===== config.mk =====
export PLATFORM = sky130hd
export DESIGN_NAME = instr_fetch_unit_flat
export DESIGN_NICKNAME = d
export VERILOG_FILES = /design/src/rtl/mips_pkg.sv /design/src/rtl/instr_fetch_unit_if.sv /design/src/rtl/instr_fetch_unit.sv /design/src/flat_wrapper.sv
export SDC_FILE = /design/constraint.sdc
export NUM_CORES = 1
export LEC_CHECK = 0
export CORE_AREA = 2 2 126 79
export CTS_BUF_LIST = sky130_fd_sc_hd__clkbuf_8
export CTS_CLUSTER_DIAMETER = 50
export DETAILED_ROUTE_END_ITERATION = 10
export DIE_AREA = 0 0 128 81
export GPL_TIMING_DRIVEN = 0
export PLACE_DENSITY = 0.87
export SLEW_MARGIN = 15
export SYNTH_ARGS = -nofsm -noshare
export SYNTH_HDL_FRONTEND = slang
export SYNTH_SLANG_ARGS = --single-unit

===== constraint.sdc =====
create_clock -name clk -period 3.97 [get_ports clk]
set_input_delay 0.794 -clock clk [delete_from_list [all_inputs] [get_ports clk]]
set_output_delay 0.794 -clock clk [all_outputs]
set_load 0.02 [all_outputs]

===== src/rtl/mips_pkg.sv =====
// Shared MIPS definitions: fetch FSM states, opcode field bounds and the opcodes
// that the fetch unit and the control decoder both refer to.
package mips_pkg;

  typedef enum logic [1:0] {
    REQ   = 2'd0,
    WAIT  = 2'd1,
    ISSUE = 2'd2
  } fetch_state_e;

  localparam int OPC_MSB = 31;
  localparam int OPC_LSB = 26;

  localparam logic [5:0] OP_RTYPE = 6'h00;
  localparam logic [5:0] OP_LW    = 6'h23;
  localparam logic [5:0] OP_SW    = 6'h2B;
  localparam logic [5:0] OP_BEQ   = 6'h04;

endpackage


===== src/rtl/instr_fetch_unit_if.sv =====
// Fetch-unit bus: instruction-memory request/response, decode handshake and
// branch redirect from execute. master = fetch unit, slave = memory/pipeline side.
interface instr_fetch_unit_if #(
  parameter int ADDR_W = 32
);
  logic              imem_req_valid;
  logic              imem_req_ready;
  logic [ADDR_W-1:0] imem_addr;
  logic              imem_rsp_valid;
  logic [31:0]       imem_rsp_data;
  logic              instr_valid;
  logic              instr_ready;
  logic [31:0]       instr;
  logic [5:0]        op_code;
  logic [ADDR_W-1:0] instr_pc;
  logic              redirect;
  logic [ADDR_W-1:0] redirect_pc;

  modport master (
    output imem_req_valid, imem_addr, instr_valid, instr, op_code, instr_pc,
    input  imem_req_ready, imem_rsp_valid, imem_rsp_data, instr_ready,
           redirect, redirect_pc
  );

  modport slave (
    input  imem_req_valid, imem_addr, instr_valid, instr, op_code, instr_pc,
    output imem_req_ready, imem_rsp_valid, imem_rsp_data, instr_ready,
           redirect, redirect_pc
  );
endinterface


===== src/rtl/instr_fetch_unit.sv =====
// Instruction fetch stage: owns the PC, one outstanding imem request, one held
// instruction for decode. Define IFU_PERF_CNT_EN to add fetch/kill/stall counters.
module instr_fetch_unit
  import mips_pkg::*;
#(
  parameter int                ADDR_W   = 32,
  parameter logic [ADDR_W-1:0] RESET_PC = '0
) (
  input  logic               clk,
  input  logic               rst,
  instr_fetch_unit_if.master bus
`ifdef IFU_PERF_CNT_EN
  ,
  output logic [31:0]        fetch_cnt,
  output logic [31:0]        kill_cnt,
  output logic [31:0]        stall_cnt
`endif
);

  localparam logic [ADDR_W-1:0] ALIGN_MASK = ~ADDR_W'(3);

  fetch_state_e      state_q, state_d;
  logic [ADDR_W-1:0] pc_q, pc_d;
  logic              kill_q, kill_d;
  logic [31:0]       instr_q, instr_d;
  logic [ADDR_W-1:0] instr_pc_q, instr_pc_d;

  logic              req_valid;
  logic              instr_valid;
  logic              req_hs;
  logic [ADDR_W-1:0] redirect_aligned;

  assign req_hs           = req_valid & bus.imem_req_ready;
  assign redirect_aligned = bus.redirect_pc & ALIGN_MASK;

  always_ff @(posedge clk) begin
    if (rst) begin
      state_q    <= REQ;
      pc_q       <= RESET_PC;
      kill_q     <= 1'b0;
      instr_q    <= '0;
      instr_pc_q <= RESET_PC;
    end else begin
      state_q    <= state_d;
      pc_q       <= pc_d;
      kill_q     <= kill_d;
      instr_q    <= instr_d;
      instr_pc_q <= instr_pc_d;
    end
  end

  always_comb begin
    state_d    = state_q;
    pc_d       = pc_q;
    kill_d     = kill_q;
    instr_d    = instr_q;
    instr_pc_d = instr_pc_q;
    unique case (state_q)
      REQ: begin
        if (req_hs) begin
          state_d    = WAIT;
          instr_pc_d = pc_q;
        end
        // A request accepted alongside a redirect fetched the old pc: kill it.
        if (bus.redirect) begin
          pc_d   = redirect_aligned;
          kill_d = req_hs;
        end
      end
      WAIT: begin
        if (bus.redirect) pc_d = redirect_aligned;
        if (bus.imem_rsp_valid) begin
          if (kill_q || bus.redirect) begin
            state_d = REQ;
            kill_d  = 1'b0;
          end else begin
            instr_d = bus.imem_rsp_data;
            pc_d    = pc_q + ADDR_W'(4);
            state_d = ISSUE;
          end
        end else if (bus.redirect) begin
          kill_d = 1'b1;
        end
      end
      ISSUE: begin
        if (bus.redirect) begin
          pc_d    = redirect_aligned;
          state_d = REQ;
        end else if (bus.instr_ready) begin
          state_d = REQ;
        end
      end
      default: state_d = REQ;
    endcase
  end

  always_comb begin
    req_valid   = (state_q == REQ) && !rst;
    instr_valid = (state_q == ISSUE);
  end

  assign bus.imem_req_valid = req_valid;
  assign bus.imem_addr      = pc_q;
  assign bus.instr_valid    = instr_valid;
  assign bus.instr          = instr_q;
  assign bus.op_code        = instr_q[OPC_MSB:OPC_LSB];
  assign bus.instr_pc       = instr_pc_q;

`ifdef IFU_PERF_CNT_EN
  logic [31:0] fetch_cnt_q, fetch_cnt_d;
  logic [31:0] kill_cnt_q, kill_cnt_d;
  logic [31:0] stall_cnt_q, stall_cnt_d;
  logic        discard_rsp;
  logic        drop_instr;

  assign discard_rsp = (state_q == WAIT) & bus.imem_rsp_valid & (kill_q | bus.redirect);
  assign drop_instr  = instr_valid & bus.redirect & ~bus.instr_ready;

  always_comb begin
    fetch_cnt_d = fetch_cnt_q + 32'(instr_valid & bus.instr_ready);
    kill_cnt_d  = kill_cnt_q + 32'(discard_rsp | drop_instr);
    stall_cnt_d = stall_cnt_q + 32'(instr_valid & ~bus.instr_ready);
  end

  always_ff @(posedge clk) begin
    if (rst) begin
      fetch_cnt_q <= '0;
      kill_cnt_q  <= '0;
      stall_cnt_q <= '0;
    end else begin
      fetch_cnt_q <= fetch_cnt_d;
      kill_cnt_q  <= kill_cnt_d;
      stall_cnt_q <= stall_cnt_d;
    end
  end

  assign fetch_cnt = fetch_cnt_q;
  assign kill_cnt  = kill_cnt_q;
  assign stall_cnt = stall_cnt_q;
`endif

`ifndef SYNTHESIS
  // Memory must only answer the single outstanding request.
  rsp_only_in_wait: assert property (@(posedge clk) disable iff (rst)
    bus.imem_rsp_valid |-> (state_q == WAIT));
`endif

endmodule


===== src/flat_wrapper.sv =====
// flat-port wrapper written by rule: the top's interface ports become plain ports
module instr_fetch_unit_flat import mips_pkg::*;
#(
  parameter int                ADDR_W   = 32,
  parameter logic [ADDR_W-1:0] RESET_PC = '0
)
  (clk, rst, bus_imem_req_valid, bus_imem_addr, bus_instr_valid, bus_instr, bus_op_code, bus_instr_pc, bus_imem_req_ready, bus_imem_rsp_valid, bus_imem_rsp_data, bus_instr_ready, bus_redirect, bus_redirect_pc);
  instr_fetch_unit_if #(.ADDR_W(ADDR_W)) bus_i ();
  input  logic clk;
  input  logic rst;
  output wire logic [$bits(bus_i.imem_req_valid)-1:0] bus_imem_req_valid;
  output wire logic [$bits(bus_i.imem_addr)-1:0] bus_imem_addr;
  output wire logic [$bits(bus_i.instr_valid)-1:0] bus_instr_valid;
  output wire logic [$bits(bus_i.instr)-1:0] bus_instr;
  output wire logic [$bits(bus_i.op_code)-1:0] bus_op_code;
  output wire logic [$bits(bus_i.instr_pc)-1:0] bus_instr_pc;
  input wire logic [$bits(bus_i.imem_req_ready)-1:0] bus_imem_req_ready;
  input wire logic [$bits(bus_i.imem_rsp_valid)-1:0] bus_imem_rsp_valid;
  input wire logic [$bits(bus_i.imem_rsp_data)-1:0] bus_imem_rsp_data;
  input wire logic [$bits(bus_i.instr_ready)-1:0] bus_instr_ready;
  input wire logic [$bits(bus_i.redirect)-1:0] bus_redirect;
  input wire logic [$bits(bus_i.redirect_pc)-1:0] bus_redirect_pc;
  assign bus_imem_req_valid = bus_i.imem_req_valid;
  assign bus_imem_addr = bus_i.imem_addr;
  assign bus_instr_valid = bus_i.instr_valid;
  assign bus_instr = bus_i.instr;
  assign bus_op_code = bus_i.op_code;
  assign bus_instr_pc = bus_i.instr_pc;
  assign bus_i.imem_req_ready = bus_imem_req_ready;
  assign bus_i.imem_rsp_valid = bus_imem_rsp_valid;
  assign bus_i.imem_rsp_data = bus_imem_rsp_data;
  assign bus_i.instr_ready = bus_instr_ready;
  assign bus_i.redirect = bus_redirect;
  assign bus_i.redirect_pc = bus_redirect_pc;
  instr_fetch_unit #(.ADDR_W(ADDR_W), .RESET_PC(RESET_PC)) u_core (.clk(clk), .rst(rst), .bus(bus_i));
endmodule

Word-level counts from Yosys, hierarchy flattened
Index checks and enable logic that the tools add are counted.

storage, ports and cells
  input bits = 70
  bits in registers = 99
  logic and storage cells = 42

operators by class
  reduce and logical (&&, ||, !) cells = 11
  multiplexer cells = 15
  bitwise logic cells = 2
  add/sub/neg operators = 1
  equality and inequality tests = 8

operators with widths
  cell                   number
  $mux 32                3
  $pmux 32 s2            1
  $add 32x3->32 const B  1
  $mux 2                 5
  $pmux 2 s3             1
  $reduce_and 3->1       2
  $mux 1                 4
  $ne 2x2->1 const B     2
  $reduce_and 4->1       1
  $reduce_bool 2->1      2
  $ne 3x1->1 const B     1
  $ne 3x2->1 const B     1
  $ne 3x3->1 const B     1
  $eq 2x1->1 const B     1
  $eq 2x2->1 const B     1
  $logic_not 2->1        1
  $ne 2x1->1 const B     1
  $pmux 1 s2             1
  $reduce_and 2->1       1
  $reduce_or 2->1        1
  $and 1x1->1            1
  $logic_and 1x1->1      1
  $logic_not 1->1        1
  $logic_or 1x1->1       1
  $not 1->1              1

Longest topological paths before layout
Gate-level depths: netlist of run 1.

  depth after elaboration = 5
  gate-level depth with buffers = 8
  gate-level depth less buffers = 6

Worst setup path before layout of run 1
OpenSTA, ideal clock, no wires.

  path kind = input -> register
  start = in rst
  end = reg u_core.instr_pc_q[0] (netlist: u_core.bus.instr_pc[0])
  required time = 3842 ps
  path slack = 1879 ps
  cell stages on the path = 5
  library setup time = 128 ps
  buffers on the path = 2
  arrival = 1963 ps
  path through = nor3_1 > and2_1 > buf_2 > clkbuf_1 > o21ai_0

between the ends
  word-level cells in the longest chain between the ends = 4

ends and longest elaborated chain
  what                        line                    source
  from (decl)                 flat_wrapper.sv:10      input logic rst;
  $logic_not 1->1             instr_fetch_unit.sv:98  req_valid = (state_q == REQ) && !rst;
  $logic_and 1x1->1           instr_fetch_unit.sv:98
  $and 1x1->1                 instr_fetch_unit.sv:33  assign req_hs = req_valid & bus.imem_req_ready;
  $reduce_and 2->1 (no line)  n/a
  to (signal assigned)        instr_fetch_unit.sv:48  instr_pc_q <= instr_pc_d;
  to (decl)                   instr_fetch_unit.sv:26  logic [ADDR_W-1:0] instr_pc_q, instr_pc_d;

Several ways; a longest one is shown, not always the timed one.
A chain may end at the register's enable or synchronous reset.

Final worst setup path of run 1
  start = in rst
  end = out bus_imem_req_valid

between the ends
  word-level cells in the longest chain between the ends = 2

ends and longest elaborated chain
  what               line                    source
  $logic_not 1->1    instr_fetch_unit.sv:98
  $logic_and 1x1->1  instr_fetch_unit.sv:98
  to (decl)          flat_wrapper.sv:11      output wire logic [$bits(bus_i.imem_req_valid)-1:0] bus_imem_req_valid;

No other way between the ends.

==> results.json, run 1 <==
{
  "setup.worst_path.class": "input port to primary output",
  "grt_pass1_wl_um": 22600,
  "synth_common_cells": "151 x nand2_1, 99 x dfxtp_1, 51 x a21oi_1",
  "globalplace.congestion": 0.930,
  "root_buffer": "clkbuf_8",
  "crit_cells": 3,
  "yosysMostFrequentCell": "nand2_1",
  "placed_cell_area_um2": 6270,
  "crit_chain": "clkdlybuf4s50_1, nor3_1, clkdlybuf4s50_1",
  "grtUsageMet1_pct": 38.8,
  "rrSetupSlack_ns": 1.85,
  "tns_ns": 0,
  "fill_cells": 752,
  "n_antenna_cell": 0,
  "synthToLayoutAreaGrowth_pct": 46.8,
  "maxCapViolCount": 0,
  "setup_viol": 0,
  "ys_seq_area_share_pct": 44.9,
  "hold_path.class": "flop to flop",
  "syn_area_um2": 4420,
  "ys_ff_latch": 99,
  "drt_iter0_drc": 485,
  "viasPerCell": 5.71,
  "cpPeakStageDelay_ns": 0.67,
  "fmax_mhz": 337,
  "finalMaxSlewViolations": 0,
  "core_area_um2": 9390,
  "grtUsageMet3_pct": 6.39,
  "port_buffers": 170,
  "ys_async_sr_fraction_pct": 0,
  "synth_cells": 563,
  "endpoint_kind": "primary output",
  "rr_worst_depth": 7,
  "clkSlewWorstSetupHoldPaths_ns": 0.09,
  "max_slew.worst_pin.slew_ns": 0.651,
  "hold_viol": 0,
  "hpwl_um": 11200,
  "clock_latency_ns": 0.37,
  "pre_cts_ws_ns": 1.00,
  "synth_edf_count": 0,
  "slew_headroom_pct": 56.6,
  "wl_per_cell_um": 17.2,
  "leakagePower_nw": 2.37,
  "fp.dieW_um": 128,
  "antenna_found_initial": 0,
  "critPathArrivalTime_ns": 2.17,
  "die-area_um2": 10400,
  "power_mw": 2.20,
  "worstSetupStartpointType": "input port",
  "synth.yosys.warnings": 0,
  "ctsHoldBuffers": 0,
  "crit_end": "bus_imem_req_valid",
  "r2r-start": "u_core.bus.imem_addr[2]",
  "numCtsBuffers": 9,
  "setup.worst_path.start": "rst",
  "period_share_pct": 74.7,
  "cts_max_level": 3,
  "power_density_nw_per_um2": 339,
  "drive_above_1_share_pct": 7.34,
  "peakVddDrop_mv": 0.270,
  "rows": 28,
  "cp.required_ns": 3.18,
  "vias": 4965,
  "syn_avg_cell_area_um2": 7.85,
  "cts_resized": 0,
  "post_cts_buffers": 0,
  "setup_ws_ns": 1.01,
  "clock_sinks": 99,
  "postRouteAntennaNets": 0,
  "top_usage_layer": "met2",
  "initial_core_util_pct": 47.1,
  "dieHeight_um": 81,
  "critical_path.most_common_cell": "clkdlybuf4s50_1",
  "design_area_um2": 6490,
  "grt_max_degree": 17,
  "final-seq-area_um2": 1980,
  "fin_crit_ns": 2.96,
  "multi_input_area_um2": 2160,
  "clock_skew_ns": 0.00981,
  "firstDrtPassIters": 7,
  "cts_tree": "yes",
  "grt_usage_pct": 27.8,
  "slowest_stage": "clkdlybuf4s50_1",
  "ys_types": 54,
  "gr-total-overflow": 0,
  "ios": 174,
  "cp_max_fo": 5,
  "syn_nets": 634,
  "path_delay_family": "buffers and inverters",
  "fin_nets": 815,
  "critPathBufInv": 2,
  "netlist_top_cells_area": "dfxtp_1 45%, nand2_1 13%, a21oi_1 5.8%",
  "use_met2_pct": 42.5,
  "status": "finished, final reports clean",
  "synth_ff_type": "dfxtp_1",
  "rsz0062_at_grt": "no",
  "synth_top_cell_by_area": "dfxtp_1",
  "wl_um": 14900,
  "drc_errors": 0,
  "r2r_end": "u_core.bus.imem_addr[22]",
  "cts_buffer_depth": 2,
  "first_global_vias": 4464,
  "synth_top_area_share_pct": 44.9
}
==> metrics by stage <==
step                      cells  utilization, %  hold WS (ns)
after global routing        869            69.1         0.475
after detailed placement    853            66.8         0.448
after global placement      853            66.8         0.441
after CTS                   869            69.1         0.462
after floorplan             563               -         0.523
final                       869            69.1         0.458
==> worst min-delay path by stage <==
stage | startpoint | endpoint | cells past startpoint
6_report | u_core.bus.instr[11] | u_core.bus.instr[11] | 2
3_3_place_gp | u_core.bus.instr[20] | u_core.bus.instr[20] | 2
3_5_place_dp | u_core.bus.instr[11] | u_core.bus.instr[11] | 2
2_1_floorplan | u_core.kill_q | u_core.kill_q | 2
4_1_cts | u_core.bus.instr[22] | u_core.bus.instr[22] | 2
5_1_grt | u_core.bus.instr[23] | u_core.bus.instr[23] | 2
==> kinds of logic (layout without fill, tap and decap cells) <==
| logic type | after synthesis | in the layout | share of synthesized area [%] |
|---|---|---|---|
| compound gates | 145 | 145 | 19.5 |
| xor+xnor | 1 | 1 | 0.198 |
| fa+ha+maj | 1 | 1 | 0.283 |
| buf+inv | 55 | 241 | 6.29 |
| flops | 99 | 99 | 44.9 |
| mux | 14 | 14 | 3.23 |
| simple gates | 248 | 248 | 25.6 |
==> power breakdown <==
group          switching [mW]  internal, mW
registers              0.0540          1.04
logic                   0.200         0.192
clock network           0.359         0.354
total                   0.612          1.58
==> cell type report <==
class | instances | share of cell area [%]
Buffer | 49 | 3.93
Clock buffer | 9 | 1.91
Clock inverter | 7 | 1.45
Inverter | 6 | 0.347
Multi-Input combinational cell | 409 | 33.3
Sequential cell | 99 | 30.5
Tap cell | 120 | 2.31
Timing Repair Buffer | 170 | 26.2
==> layout by cell type, fill, tap and decap left out, types with 3 or more instances in the layout <==
cell,instances
dfxtp_1,99
clkbuf_8,9
buf_4,10
o221ai_1,5
and4_1,4
mux2i_1,12
and3_1,8
nor2_1,25
and2_1,3
o21ai_0,45
nand2_1,151
nand4_1,11
a22oi_1,7
a21oi_1,51
a211oi_1,10
nor3_1,8
o22ai_1,8
o31ai_1,4
inv_1,6
clkdlybuf4s50_1,170
buf_2,13
nand3_1,20
clkbuf_1,20
nand2b_1,3
==> worst register-to-register path: stages, from the launching register on <==
cell	delay, ns
dfxtp_1	0.45
ha_1	0.25
nand4_1	0.21
nor2_1	0.32
buf_4	0.25
nand2_1	0.11
or4_1	0.40
nand3_1	0.09
==> state kept, by name, indices dropped and copies added, names as in the netlist <==
| name | count |
|---|---|
| u_core.bus.imem_addr | 32 |
| u_core.bus.instr | 32 |
| u_core.bus.instr_pc | 32 |
| u_core.kill_q | 1 |
| u_core.state_q | 2 |
==> metal layers <==
metal  up-vias  share of wire (%)
li1       2330                  -
met1      2300                 44
met2       295                 43
met3        40                 11
met4         0                2.2
met5         -                  0
Power figures use the tool's default switching activity.
==> run 2: changes to the inputs <==
CORE_AREA = 2 2 131 82   (was 2 2 126 79)
DIE_AREA = 0 0 133 84   (was 0 0 128 81)
PLACE_DENSITY = 0.82   (was 0.87)
clock period = 3 ns   (was 3.97 ns; I/O delays follow)
==> run 2 against run 1 <==
Compared with the run above:
- via count shrank 2.6%
- register-to-register slack lost 0.96 ns
- die area is 7.8% higher
- sequential cell count did not move
- combinational power up 33%
- cell count is 2.2% higher
- global-route usage down 0.92 points
- clock skew increased by 0.0017 ns
- count of clock-buffer cells in the layout rose by 2
- worst setup slack got worse by 0.57 ns
- critical path depth unchanged
==> results.json, run 2 (synthesis results as in run 1) <==
{
  "wl_per_cell_um": 17.0,
  "setup_viol": 0,
  "rsz0062_at_grt": "no",
  "placed_cell_area_um2": 6290,
  "top_layer": "met4",
  "firstDrtPassIters": 5,
  "globalplace.congestion": 0.890,
  "internal_power_mw": 2.15,
  "r2r_end": "u_core.bus.imem_addr[22]",
  "fp.dieW_um": 133,
  "power_frac_seq_pct": 48.9,
  "port_buffers": 170,
  "comb_power_share_pct": 17.5,
  "cts_resized": 0,
  "cts_tree": "yes",
  "die-area_um2": 11200,
  "power_mw": 2.96,
  "postRouteAntennaNets": 0,
  "worstSetupStartpointType": "input port",
  "status": "finished, final reports clean",
  "endpoint_kind": "primary output",
  "rrSetupSlack_ns": 0.89,
  "grt_max_degree": 17,
  "cp_max_fo": 5,
  "clock_sinks": 99,
  "antenna_found_initial": 0,
  "finalMaxSlewViolations": 0,
  "critical_path.most_common_cell": "clkdlybuf4s50_1",
  "numCtsBuffers": 9,
  "wl_met2_um": 6700,
  "p_switching_uw": 812,
  "pre_cts_ws_ns": 0.427,
  "rr_worst_depth": 7,
  "hpwl_um": 11300,
  "period_share_pct": 85.5,
  "initial_core_util_pct": 43.6,
  "hold_viol": 0,
  "rows": 29,
  "wl_um": 15100,
  "min_from": "u_core.bus.instr[2]",
  "viasPerCell": 5.45,
  "clkPwrFrac_pct": 33.6,
  "layout_common_cells": "170 x clkdlybuf4s50_1, 151 x nand2_1, 99 x dfxtp_1, 51 x a21oi_1, 45 x o21ai_0",
  "dieHeight_um": 84,
  "grt_usage_pct": 26.9,
  "setup_ws_ns": 0.435,
  "drc_errors": 0,
  "max_slew.worst_pin.slew_ns": 0.674,
  "root_buffer": "clkbuf_8",
  "r2r-start": "u_core.bus.imem_addr[2]",
  "m1WireLength_um": 6780,
  "fin_nets": 815,
  "critPathArrivalTime_ns": 1.96,
  "clock_latency_ns": 0.37,
  "fin_crit_ns": 2.56,
  "ctsHoldBuffers": 0,
  "cpPeakStageDelay_ns": 0.66,
  "ios": 174,
  "setup.worst_path.start": "rst",
  "drt_iter0_drc": 409,
  "power_density_nw_per_um2": 453,
  "cts_max_level": 3,
  "clock_skew_ns": 0.0115,
  "setup.worst_path.class": "input port to primary output",
  "path_delay_family": "buffers and inverters",
  "fmax_mhz": 390,
  "critPathBufInv": 2,
  "leakagePower_nw": 2.37,
  "drive_above_1_share_pct": 7.48,
  "design_area_um2": 6530,
  "core_area_um2": 10100,
  "grt_pass1_wl_um": 23700,
  "cp.required_ns": 2.40,
  "first_global_vias": 4593,
  "peakVddDrop_mv": 0.285,
  "wl_met3_um": 1480,
  "crit_chain": "clkdlybuf4s50_1, nor3_1, clkdlybuf4s50_1",
  "post_cts_buffers": 0,
  "maxCapViolCount": 0,
  "switching_share_pct": 27.4,
  "n_antenna_cell": 0,
  "tns_ns": 0,
  "crit_cells": 3,
  "layout_commonest_cell": "clkdlybuf4s50_1",
  "cts_buffer_depth": 2,
  "slew_headroom_pct": 55.0,
  "vias": 4838,
  "slowest_stage": "clkdlybuf4s50_1",
  "synthToLayoutAreaGrowth_pct": 47.8,
  "crit_end": "bus_imem_req_valid",
  "hold_path.class": "flop to flop",
  "gr-total-overflow": 0,
  "clkSlewWorstSetupHoldPaths_ns": 0.09
}
[run 2: changes by cell type in the layout (fill, tap and decap cells not counted), sizes merged]
cell	change
clkinv	-1
clkbuf	+2
inv	-1
[run 2: power by group through the flow]
stage,clock network [mW],logic [mW],registers [mW]
finish,0.993,0.519,1.45
detailed placement,0,0.512,1.47
floorplan,0,0.175,1.53
CTS,1.01,0.515,1.44
global route,1.07,0.555,1.46
global placement,0,0.503,1.47
[run 2: worst min-delay path by stage]
stage | end | slack, ns | cells past startpoint
after global routing | u_core.bus.instr[24] | 0.48 | 2
after CTS | u_core.bus.instr[2] | 0.46 | 2
after detailed placement | u_core.bus.instr[23] | 0.45 | 2
after global placement | u_core.bus.instr[23] | 0.44 | 2
after floorplan | u_core.kill_q | 0.52 | 2
final | u_core.bus.instr[2] | 0.46 | 2
[run 2: final cells by class]
| class | count | area (um^2) |
|---|---|---|
| fill | 866 | 3590 |
| multi-input combinational | 409 | 2160 |
| sequential | 99 | 1980 |
| timing repair buffer | 170 | 1700 |
| buffer | 49 | 255 |
| tap | 139 | 174 |
| clock buffer | 11 | 151 |
| clock inverter | 5 | 85.1 |
| inverter | 6 | 22.5 |
[run 2: routing by layer]
metal | track usage, % | vias to the layer above
li1 | - | 2321
met1 | 36.6 | 2274
met2 | 41.2 | 229
met3 | 9.11 | 14
met4 | 5.96 | 0
met5 | 0 | -
[run 2: worst min-delay path: stages, from the launching register on]
cell and delay (ns):
dfxtp_1 0.32, nand2_1 0.05, a21oi_1 0.05
[run 2: through the flow]
stage	util (%)	std cells	hold WS, ns
2_1_floorplan	-	563	0.523
3_3_place_gp	62.2	872	0.441
3_5_place_dp	62.2	872	0.448
4_1_cts	64.5	888	0.461
5_1_grt	64.5	888	0.482
6_report	64.5	888	0.458
